File: src/rtl/vga_timing_pkg.sv
`default_nettype none
// ============================================================================
//  Module      : vga_timing_pkg
//  Description : 640x480@60 vertical timing constants, region state type and
//                line-sequence helper. Shared by the vertical timing stage and
//                the horizontal timing stage.
//  Ports       : none (package)
//  Revision    : 1.0  initial release
// ============================================================================
package vga_timing_pkg;

  localparam int LINE_W   = 10;
  localparam int V_ACTIVE = 480;
  localparam int V_FRONT  = 10;
  localparam int V_SYNC   = 2;
  localparam int V_BACK   = 33;
  localparam int V_TOTAL  = V_ACTIVE + V_FRONT + V_SYNC + V_BACK;

  // First line of each region, sized to the line-count bus.
  localparam logic [LINE_W-1:0] LINE_ACT_START = '0;
  localparam logic [LINE_W-1:0] LINE_FP_START  = LINE_W'(V_ACTIVE);
  localparam logic [LINE_W-1:0] LINE_SYN_START = LINE_W'(V_ACTIVE + V_FRONT);
  localparam logic [LINE_W-1:0] LINE_BP_START  = LINE_W'(V_ACTIVE + V_FRONT + V_SYNC);
  localparam logic [LINE_W-1:0] LINE_TOTAL     = LINE_W'(V_TOTAL);
  localparam logic [LINE_W-1:0] LINE_LAST      = LINE_W'(V_TOTAL - 1);

  typedef enum logic [1:0] {
    V_ACT = 2'd0,
    V_FP  = 2'd1,
    V_SYN = 2'd2,
    V_BP  = 2'd3
  } vstate_t;

  // Line that must follow 'prev' in an unbroken frame sequence.
  function automatic logic [LINE_W-1:0] next_line(input logic [LINE_W-1:0] prev);
    return (prev == LINE_LAST) ? LINE_ACT_START : prev + LINE_W'(1);
  endfunction

endpackage
`default_nettype wire

File: src/rtl/vga_vtiming_fsm_if.sv
`default_nettype none
// ============================================================================
//  Module      : vga_vtiming_fsm_if
//  Description : Line-counter input and vertical-timing output bundle.
//  Signals     : i_line_en     line-advance strobe (one cycle)
//                i_line_cnt    current line number
//                i_err_clr     clears the sticky sync error
//                o_vsync       vertical sync at VSYNC_POL level in sync region
//                o_vactive     visible-line flag
//                o_frame_start one-cycle pulse on entering line 0
//                o_frame_cnt   completed-frame counter
//                o_locked      a valid line has been seen since reset
//                o_sync_err    sticky line-sequence break flag
//  Modports    : master drives i_*, slave (the timing stage) drives o_*
//  Revision    : 1.0  initial release
// ============================================================================
interface vga_vtiming_fsm_if #(
  parameter int FRAME_W = 8
);
  import vga_timing_pkg::*;

  logic                i_line_en;
  logic [LINE_W-1:0]   i_line_cnt;
  logic                i_err_clr;
  logic                o_vsync;
  logic                o_vactive;
  logic                o_frame_start;
  logic [FRAME_W-1:0]  o_frame_cnt;
  logic                o_locked;
  logic                o_sync_err;

  modport master (
    output i_line_en, i_line_cnt, i_err_clr,
    input  o_vsync, o_vactive, o_frame_start, o_frame_cnt, o_locked, o_sync_err
  );

  modport slave (
    input  i_line_en, i_line_cnt, i_err_clr,
    output o_vsync, o_vactive, o_frame_start, o_frame_cnt, o_locked, o_sync_err
  );

endinterface
`default_nettype wire

File: src/rtl/vga_vregion_decode.sv
`default_nettype none
// ============================================================================
//  Module      : vga_vregion_decode
//  Description : Combinational map from a line number to its vertical region,
//                plus a flag saying whether the line number is in range.
//                Used for both initial lock and resync so the region
//                boundaries are defined in one place.
//  Ports       : i_line   line number
//                o_region region containing i_line (don't-care when invalid)
//                o_valid  i_line < V_TOTAL
//  Revision    : 1.0  initial release
// ============================================================================
module vga_vregion_decode
  import vga_timing_pkg::*;
(
  input  wire logic [LINE_W-1:0] i_line,
  output vstate_t                o_region,
  output logic                   o_valid
);

  always_comb begin
    o_valid = (i_line < LINE_TOTAL);
    if (i_line < LINE_FP_START) begin
      o_region = V_ACT;
    end else if (i_line < LINE_SYN_START) begin
      o_region = V_FP;
    end else if (i_line < LINE_BP_START) begin
      o_region = V_SYN;
    end else begin
      o_region = V_BP;
    end
  end

endmodule
`default_nettype wire

File: src/rtl/vga_vtiming_fsm.sv
`default_nettype none
// ============================================================================
//  Module      : vga_vtiming_fsm
//  Description : Vertical timing stage for 640x480@60. Tracks the vertical
//                region from the line counter, produces registered VSYNC,
//                VActive, FrameStart and FrameCnt, and flags line sequences
//                that break lock (resyncing to the observed line).
//  Ports       : i_clk  clock, rising edge
//                i_rst  synchronous active-high reset
//                bus    vga_vtiming_fsm_if.slave (line input, timing outputs)
//  Revision    : 1.0  initial release
// ============================================================================
module vga_vtiming_fsm
  import vga_timing_pkg::*;
#(
  parameter logic VSYNC_POL = 1'b0,
  parameter int   FRAME_W   = 8
) (
  input wire logic          i_clk,
  input wire logic          i_rst,
  vga_vtiming_fsm_if.slave  bus
);

  vstate_t             r_state;
  vstate_t             w_state_nxt;
  logic [LINE_W-1:0]   r_prev_line;
  logic [LINE_W-1:0]   w_prev_nxt;
  logic                r_locked;
  logic                w_locked_nxt;
  logic                r_sync_err;
  logic                w_sync_err_nxt;
  logic                w_err_det;
  logic [FRAME_W-1:0]  r_frame_cnt;
  logic [FRAME_W-1:0]  w_frame_cnt_nxt;
  logic                r_frame_start;
  logic                w_frame_start_nxt;
  logic                r_vsync;
  logic                r_vactive;

  vstate_t             w_region;
  logic                w_valid;
  logic [LINE_W-1:0]   w_expected;

  vga_vregion_decode u_decode (
    .i_line   (bus.i_line_cnt),
    .o_region (w_region),
    .o_valid  (w_valid)
  );

  assign w_expected = next_line(r_prev_line);

  // Next-state / next-output logic. Out-of-range line numbers (e.g. the
  // counter's transient 525) fall through and leave everything untouched.
  always_comb begin
    w_state_nxt       = r_state;
    w_prev_nxt        = r_prev_line;
    w_locked_nxt      = r_locked;
    w_frame_cnt_nxt   = r_frame_cnt;
    w_frame_start_nxt = 1'b0;
    w_err_det         = 1'b0;

    if (bus.i_line_en && w_valid) begin
      w_prev_nxt   = bus.i_line_cnt;
      w_locked_nxt = 1'b1;
      if (!r_locked) begin
        // First valid sample: adopt its region, no frame event yet.
        w_state_nxt = w_region;
      end else begin
        if (bus.i_line_cnt == w_expected) begin
          case (bus.i_line_cnt)
            LINE_ACT_START: w_state_nxt = V_ACT;
            LINE_FP_START:  w_state_nxt = V_FP;
            LINE_SYN_START: w_state_nxt = V_SYN;
            LINE_BP_START:  w_state_nxt = V_BP;
            default:        w_state_nxt = r_state;
          endcase
        end else begin
          w_err_det   = 1'b1;
          w_state_nxt = w_region;
        end
        // Line 0 starts a frame whether reached in sequence or by resync.
        if (bus.i_line_cnt == LINE_ACT_START) begin
          w_frame_start_nxt = 1'b1;
          w_frame_cnt_nxt   = r_frame_cnt + FRAME_W'(1);
        end
      end
    end

    // A fresh error takes priority over a clear in the same cycle.
    if (w_err_det) begin
      w_sync_err_nxt = 1'b1;
    end else if (bus.i_err_clr) begin
      w_sync_err_nxt = 1'b0;
    end else begin
      w_sync_err_nxt = r_sync_err;
    end
  end

  always_ff @(posedge i_clk) begin
    if (i_rst) begin
      r_state       <= V_BP;
      r_prev_line   <= LINE_LAST;
      r_locked      <= 1'b0;
      r_sync_err    <= 1'b0;
      r_frame_cnt   <= '0;
      r_frame_start <= 1'b0;
      r_vsync       <= ~VSYNC_POL;
      r_vactive     <= 1'b0;
    end else begin
      r_state       <= w_state_nxt;
      r_prev_line   <= w_prev_nxt;
      r_locked      <= w_locked_nxt;
      r_sync_err    <= w_sync_err_nxt;
      r_frame_cnt   <= w_frame_cnt_nxt;
      r_frame_start <= w_frame_start_nxt;
      // Decoded from the next state so outputs track the state register.
      r_vsync       <= (w_state_nxt == V_SYN) ? VSYNC_POL : ~VSYNC_POL;
      r_vactive     <= (w_state_nxt == V_ACT);
    end
  end

  assign bus.o_vsync       = r_vsync;
  assign bus.o_vactive     = r_vactive;
  assign bus.o_frame_start = r_frame_start;
  assign bus.o_frame_cnt   = r_frame_cnt;
  assign bus.o_locked      = r_locked;
  assign bus.o_sync_err    = r_sync_err;

endmodule
`default_nettype wire
File: src/flat_wrapper.sv
// flat-port wrapper written by rule: the top's interface ports become plain ports
module vga_vtiming_fsm_flat import vga_timing_pkg::*;
#(
  parameter logic VSYNC_POL = 1'b0,
  parameter int   FRAME_W   = 8
)
  (i_clk, i_rst, bus_i_line_en, bus_i_line_cnt, bus_i_err_clr, bus_o_vsync, bus_o_vactive, bus_o_frame_start, bus_o_frame_cnt, bus_o_locked, bus_o_sync_err);
  vga_vtiming_fsm_if #(.FRAME_W(FRAME_W)) bus_i ();
  input wire logic i_clk;
  input wire logic i_rst;
  input wire logic [$bits(bus_i.i_line_en)-1:0] bus_i_line_en;
  input wire logic [$bits(bus_i.i_line_cnt)-1:0] bus_i_line_cnt;
  input wire logic [$bits(bus_i.i_err_clr)-1:0] bus_i_err_clr;
  output wire logic [$bits(bus_i.o_vsync)-1:0] bus_o_vsync;
  output wire logic [$bits(bus_i.o_vactive)-1:0] bus_o_vactive;
  output wire logic [$bits(bus_i.o_frame_start)-1:0] bus_o_frame_start;
  output wire logic [$bits(bus_i.o_frame_cnt)-1:0] bus_o_frame_cnt;
  output wire logic [$bits(bus_i.o_locked)-1:0] bus_o_locked;
  output wire logic [$bits(bus_i.o_sync_err)-1:0] bus_o_sync_err;
  assign bus_i.i_line_en = bus_i_line_en;
  assign bus_i.i_line_cnt = bus_i_line_cnt;
  assign bus_i.i_err_clr = bus_i_err_clr;
  assign bus_o_vsync = bus_i.o_vsync;
  assign bus_o_vactive = bus_i.o_vactive;
  assign bus_o_frame_start = bus_i.o_frame_start;
  assign bus_o_frame_cnt = bus_i.o_frame_cnt;
  assign bus_o_locked = bus_i.o_locked;
  assign bus_o_sync_err = bus_i.o_sync_err;
  vga_vtiming_fsm #(.VSYNC_POL(VSYNC_POL), .FRAME_W(FRAME_W)) u_core (.i_clk(i_clk), .i_rst(i_rst), .bus(bus_i));
endmodule
File: config.mk
export PLATFORM = sky130hd
export DESIGN_NAME = vga_vtiming_fsm_flat
export DESIGN_NICKNAME = d
export VERILOG_FILES = /design/src/rtl/vga_timing_pkg.sv /design/src/rtl/vga_vtiming_fsm_if.sv /design/src/rtl/vga_vregion_decode.sv /design/src/rtl/vga_vtiming_fsm.sv /design/src/flat_wrapper.sv
export SDC_FILE = /design/constraint.sdc
export NUM_CORES = 1
export LEC_CHECK = 0
export ABC_AREA = 1
export BUFFER_PORTS_ARGS = -buffer_cell sky130_fd_sc_hd__buf_2
export CELL_PAD_IN_SITES_DETAIL_PLACEMENT = 0
export CELL_PAD_IN_SITES_GLOBAL_PLACEMENT = 2
export CORE_AREA = 2 2 68 95
export CTS_CLUSTER_DIAMETER = 50
export DETAILED_ROUTE_END_ITERATION = 8
export DIE_AREA = 0 0 70 97
export GPL_ROUTABILITY_DRIVEN = 1
export GPL_TIMING_DRIVEN = 0
export MAX_ROUTING_LAYER = met4
export PLACE_DENSITY = 0.77
export SLEW_MARGIN = 20
export SYNTH_ARGS = -nofsm -noshare
export SYNTH_HDL_FRONTEND = slang
export SYNTH_SLANG_ARGS = --single-unit
File: constraint.sdc
create_clock -name i_clk -period 2.1 [get_ports i_clk]
set_clock_uncertainty 0.2 [all_clocks]
set_input_delay 0.315 -clock i_clk [delete_from_list [all_inputs] [get_ports i_clk]]
set_output_delay 0.315 -clock i_clk [all_outputs]
set_load 0.05 [all_outputs]
Word level (Yosys, flattened, before mapping)
Cells that the tools add are included.
- word-level logic and storage cells: 43
- bits in registers: 25
- multiplexer cells: 15
- bitwise logic cells: 2
- reductions and logical operators: 6
- add/subtract/negate cells: 2
- magnitude comparators: 4
- equality and inequality tests: 6
- operators with widths (cell ; number):
    10-bit by 9-bit equality test with 1-bit output (second input constant) ; 3
    10-bit by 9-bit less-than comparator with 1-bit output (second input constant) ; 3
    10-bit by 1-bit adder with 10-bit output (second input constant) ; 1
    10-bit equality test ; 1
    10-bit equality test (second input constant) ; 1
    10-bit zero test ; 1
    10-bit less-than comparator (second input constant) ; 1
    10-bit 2-to-1 mux ; 1
    2-bit 2-to-1 mux ; 5
    8-bit by 1-bit adder with 8-bit output (second input constant) ; 1
    1-bit 2-to-1 mux ; 8
    2-bit one-hot mux with 4 select lines ; 1
    3-bit AND reduction ; 1
    3-bit OR reduction ; 1
    2-bit equality test (second input constant) ; 1
    2-bit zero test ; 1
    1-bit inverter ; 2
    2-bit nonzero test ; 1
    1-bit logical AND ; 1

Depth between registers and ports, before layout
- word-level depth: 9
- depth in mapped cells: 18
- gate-level depth less buffers: 18

Hierarchy
From an unflattened synthesis, not the netlist that was laid out.
- cells, all modules: 273
- area total of the unflattened synthesis: 1659.1 um^2
- modules (own cells, without submodules) (module ; area each (um^2) ; instances ; seq. area each (um^2) ; cells an instance):
    vga_vtiming_fsm ; 1555.2 ; 1 ; 500.5 ; 247
    vga_vregion_decode ; 103.8 ; 1 ; 0.0 ; 26

Worst setup path after synthesis
Ideal clock, no wire load.
- kind: reg2reg
- from: register u_core.r_prev_line[0]
- to: register u_core.r_vsync, in the netlist u_core.bus.o_vsync
- data required time: 1.786 ns
- slack: 0.107 ns
- setup time: 0.114 ns
- buffers on the path: 1
- arrival time: 1.678 ns
- period minus slack after synthesis: 1.993 ns
- stages on the path, launching flop included: 16
- cell sequence: dfxtp_1 > inv_1 > ha_1 > nand2_1 > nor2_1 > nand3_2 > buf_6 > nand2_1 > nor2_1 > nor2_1 > nor2_2 > nand4_1 > nand2_1 > nand3_2 > nand2_1 > nand2_1
- cells in the longest elaborated chain, start to end: 8
- ends and longest elaborated chain (what ; line ; RTL):
    from (decl) ; vga_vtiming_fsm.sv:26 ; logic [LINE_W-1:0] r_prev_line;
    from (signal assigned) ; vga_vtiming_fsm.sv:111 ; r_prev_line <= w_prev_nxt;
    10-bit by 1-bit adder with 10-bit output or 10-bit equality test (tied branches) ; vga_timing_pkg.sv:36 ; return (prev == LINE_LAST) ? LINE_ACT_START : prev + LINE_W'(1);
    10-bit 2-to-1 mux (*) ; vga_timing_pkg.sv:36 ;
    10-bit equality test (*) ; vga_vtiming_fsm.sv:69 ; if (bus.i_line_cnt == w_expected) begin
    2-bit 2-to-1 mux (*) ; vga_vtiming_fsm.sv:69 ;
    2-bit 2-to-1 mux (*) ; vga_vtiming_fsm.sv:65 ; if (!r_locked) begin
    2-bit 2-to-1 mux (*) ; vga_vtiming_fsm.sv:62 ; if (bus.i_line_en && w_valid) begin
    2-bit equality test (*) ; vga_vtiming_fsm.sv:117 ; r_vsync <= (w_state_nxt == V_SYN) ? VSYNC_POL : ~VSYNC_POL;
    1-bit 2-to-1 mux (*) ; vga_vtiming_fsm.sv:117 ;
    to (signal assigned) ; vga_vtiming_fsm.sv:107 ; r_vsync <= ~VSYNC_POL;
    to (signal assigned) ; vga_vtiming_fsm.sv:117 ;
    to (decl) ; vga_vtiming_fsm.sv:37 ; logic r_vsync;
Mark *: on every way between the ends. The rest lies on a longest branch, timed or not.
A chain may end at the register's enable or synchronous reset.

Final worst setup path
Same ends and word-level chain as after synthesis.

==> results.toml <==
[clock_network]
ctsHoldBuffers = 0
cts_tree = "yes"
cts_buffers = 3
cts.sinks = 25
clk_pin_slew_ns = 0.08
clock_latency_ns = 0.27
clk_path_buf_depth = 2
clock-root-buffer = "clkbuf_8"
htree_levels = 1

[route]
wl_um = 4880
wl_per_cell_um = 13.1
highest_layer = "met4"
initialDrtViolationCount = 58
wl_met1_um = 2020
met2_length_um = 2620
dr_wl_met3_um = 110
drc_errors = 0
drtPass1Iterations = 4
postRouteAntennaNets = 0
routed-via-count = 1781
via_per_inst = 4.79

[synth]
synth.area.top_cells = "dfxtp_1 (30%), nand2_1 (17%), inv_1 (7.7%)"
synth_seq_area_share = 0.300
ys_ff_latch = 25
yosysWarnings = 0
yosysTopAreaCellShare = 0.300
synth_top_area_cell = "dfxtp_1"
synth_area_mm2 = 0.00167
synth-main-ff-cell = "dfxtp_1"
synthCells = 266
synthArstFlopShare = 0
yosysMostFrequentCell = "nand2_1"
synth-edff-count = 0
synth_cell_types = 29
synthTopCellsByCount = "nand2_1 (76), inv_1 (34), nor2_1 (27)"
syn_avg_cell_area_um2 = 6.27
synth_nets = 283

[setup_path]
crit_slowest_cell = "dfxtp_4"
rr_startpoint = "u_core.r_prev_line[0]"
cp.buffers_inverters = 2
crit_top_cell = "nand2_2"
crit_family = "simple AND/OR/NAND/NOR gates"
crit_required_ns = 2.07
cp.arrival_ns = 2.11
start_kind = "flip-flop"
path_cells = "inv_4 > ha_4 > nand2_4 > nor2_4 > nand3_4 > buf_6 > nand2_4 > nand2_2 > nand2_2 > nand3_2 > nor2_4 > nand4_1 > nand2_1 > nand3_2 > nand2_2 > nand2_1"
critPathLaunch = "u_core.r_prev_line[0]"
slowest_delay_ns = 0.37
endpoint_kind = "flip-flop"
path_class = "flip-flop to flip-flop"
critical_path.max_fanout = 5

[sta]
max_slew.worst_pin.slew_ns = 0.500
period_needed_ns = 2.15
drv_slew = 0
finalSetupTns_ns = -0.0719
setup_ws_ns = -0.0453
max_freq_ghz = 0.466
grt_setup_unrepaired = "true"
relSlewSlack = 0.667
setup_viol = 2
period_share = 1.02
hold_viol_final = 0

[global_route]
grtUsageTotal = 0.151
grt_pass1_wl_um = 8090
grt_pass1_vias = 1807
grt_overflow = 0
grt_max_degree = 14
antenna_found_initial = 0

[floorplanning]
rows = 33
start_util = 0.284
ios = 27
core_mm2 = 0.00586
die-height_um = 97
chipWidth_um = 70
die_area_mm2 = 0.00679

[place]
dp_slack_ns = -0.263
dpl.hpwl_um = 3850
gp_congestion = 0.803
io_buffer_count = 24
placedCellCount = 360

[pwr]
p_leak_nw = 1.02
power_density_mw_per_mm2 = 524
ir_drop_mv = 0.349

[cells_and_area]
antenna_cells_inserted = 0
drive_gt1_frac = 0.311
final_cells = 372
fin_nets = 320
fillCellCount = 670
synthToLayoutAreaGrowth_pct = 27.5

[job]
drv_cap = 0

[outcome]
status = "complete, but fails checks"
violations = "negative setup slack"

[worst_hold_path]
min_path_type = "primary input to flip-flop"
hp-start = "bus_i_err_clr"
worst register-to-register path: cells and delay by family, from the launching register on:
kind | cells | cell delay (ns)
AND/OR/NAND/NOR | 13 | 1.12
flip-flops | 1 | 0.37
buffers and inverters | 2 | 0.21
adder cells (fa/ha/maj) | 1 | 0.14
state kept, by name, indices dropped and copies added, names as in the netlist:
signal,cells
u_core.bus.o_sync_err,1
u_core.bus.o_vsync,1
u_core.bus.o_locked,1
u_core.r_state,2
u_core.bus.o_frame_start,1
u_core.bus.o_vactive,1
u_core.r_prev_line,10
u_core.bus.o_frame_cnt,8
path summary, 6_finish.rpt:
kind	slack (ns)	cells past startpoint	endpoint
min reg2reg	0.27	2	u_core.bus.o_sync_err
max reg2reg	-0.05	16	u_core.bus.o_vsync
max	-0.05	16	u_core.bus.o_vsync
min	0.09	4	u_core.bus.o_sync_err
final cells by class:
type | count | area (um2) | area share
Buffer | 6 | 31.3 | 0.0147
Clock buffer | 4 | 45.0 | 0.0212
Inverter | 39 | 151 | 0.0713
Multi-Input combinational cell | 196 | 1120 | 0.525
Sequential cell | 25 | 513 | 0.241
Tap cell | 70 | 87.6 | 0.0412
Timing Repair Buffer | 32 | 180 | 0.0848
cell usage in the layout, fill, tap and decap left out, types with 4 or more instances in the layout:
| master | n |
|---|---|
| a21oi_1 | 14 |
| buf_2 | 25 |
| buf_4 | 8 |
| clkbuf_1 | 5 |
| dfxtp_1 | 19 |
| dfxtp_2 | 4 |
| inv_1 | 29 |
| inv_2 | 8 |
| nand2_1 | 65 |
| nand2_2 | 13 |
| nand3_1 | 19 |
| nand3_2 | 5 |
| nand4_1 | 10 |
| nor2_1 | 23 |
| nor2_2 | 6 |
| nor2_4 | 4 |
| o21ai_0 | 11 |
power breakdown:
group          leakage (nW)  switching (mW)  internal (mW)  total, mW
sequential            0.206          0.0269          0.494      0.521
combinational         0.789           0.190          0.115      0.305
clock                0.0228           0.152          0.136      0.288
total                  1.02           0.369          0.745       1.11
timing repair:
item,in CTS,in global routing
setup buffers,4,3
resized for setup,21,27
gates cloned,1,0
pin swaps,2,13
endpoints found under the setup margin,5,7
metal layers:
metal	vias up	GRT usage
met5	-	-
met4	0	0.0740
met3	10	0.0177
met2	31	0.286
met1	806	0.149
li1	934	-
cell families (layout without fill, tap and decap cells):
logic type,after synthesis,count (layout),share of synthesized area
xor+xnor,1,1,0.00526
flops,25,25,0.300
simple gates,156,156,0.437
buf+inv,45,81,0.107
compound gates,36,36,0.128
fa+ha+maj,3,3,0.0225
through the flow:
| stage | hold WS, ns | util | cell area [um2] | power (mW) |
|---|---|---|---|---|
| 2_1_floorplan | 0.245 | - | 1670 | 0.701 |
| 3_3_place_gp | 0.251 | 0.320 | 1870 | 0.772 |
| 3_5_place_dp | 0.263 | 0.320 | 1870 | 0.772 |
| 4_1_cts | 0.0892 | 0.343 | 2010 | 1.10 |
| 5_1_grt | 0.105 | 0.362 | 2120 | 1.18 |
| 6_report | 0.0928 | 0.362 | 2120 | 1.11 |
(Power assumes the default switching activity.)
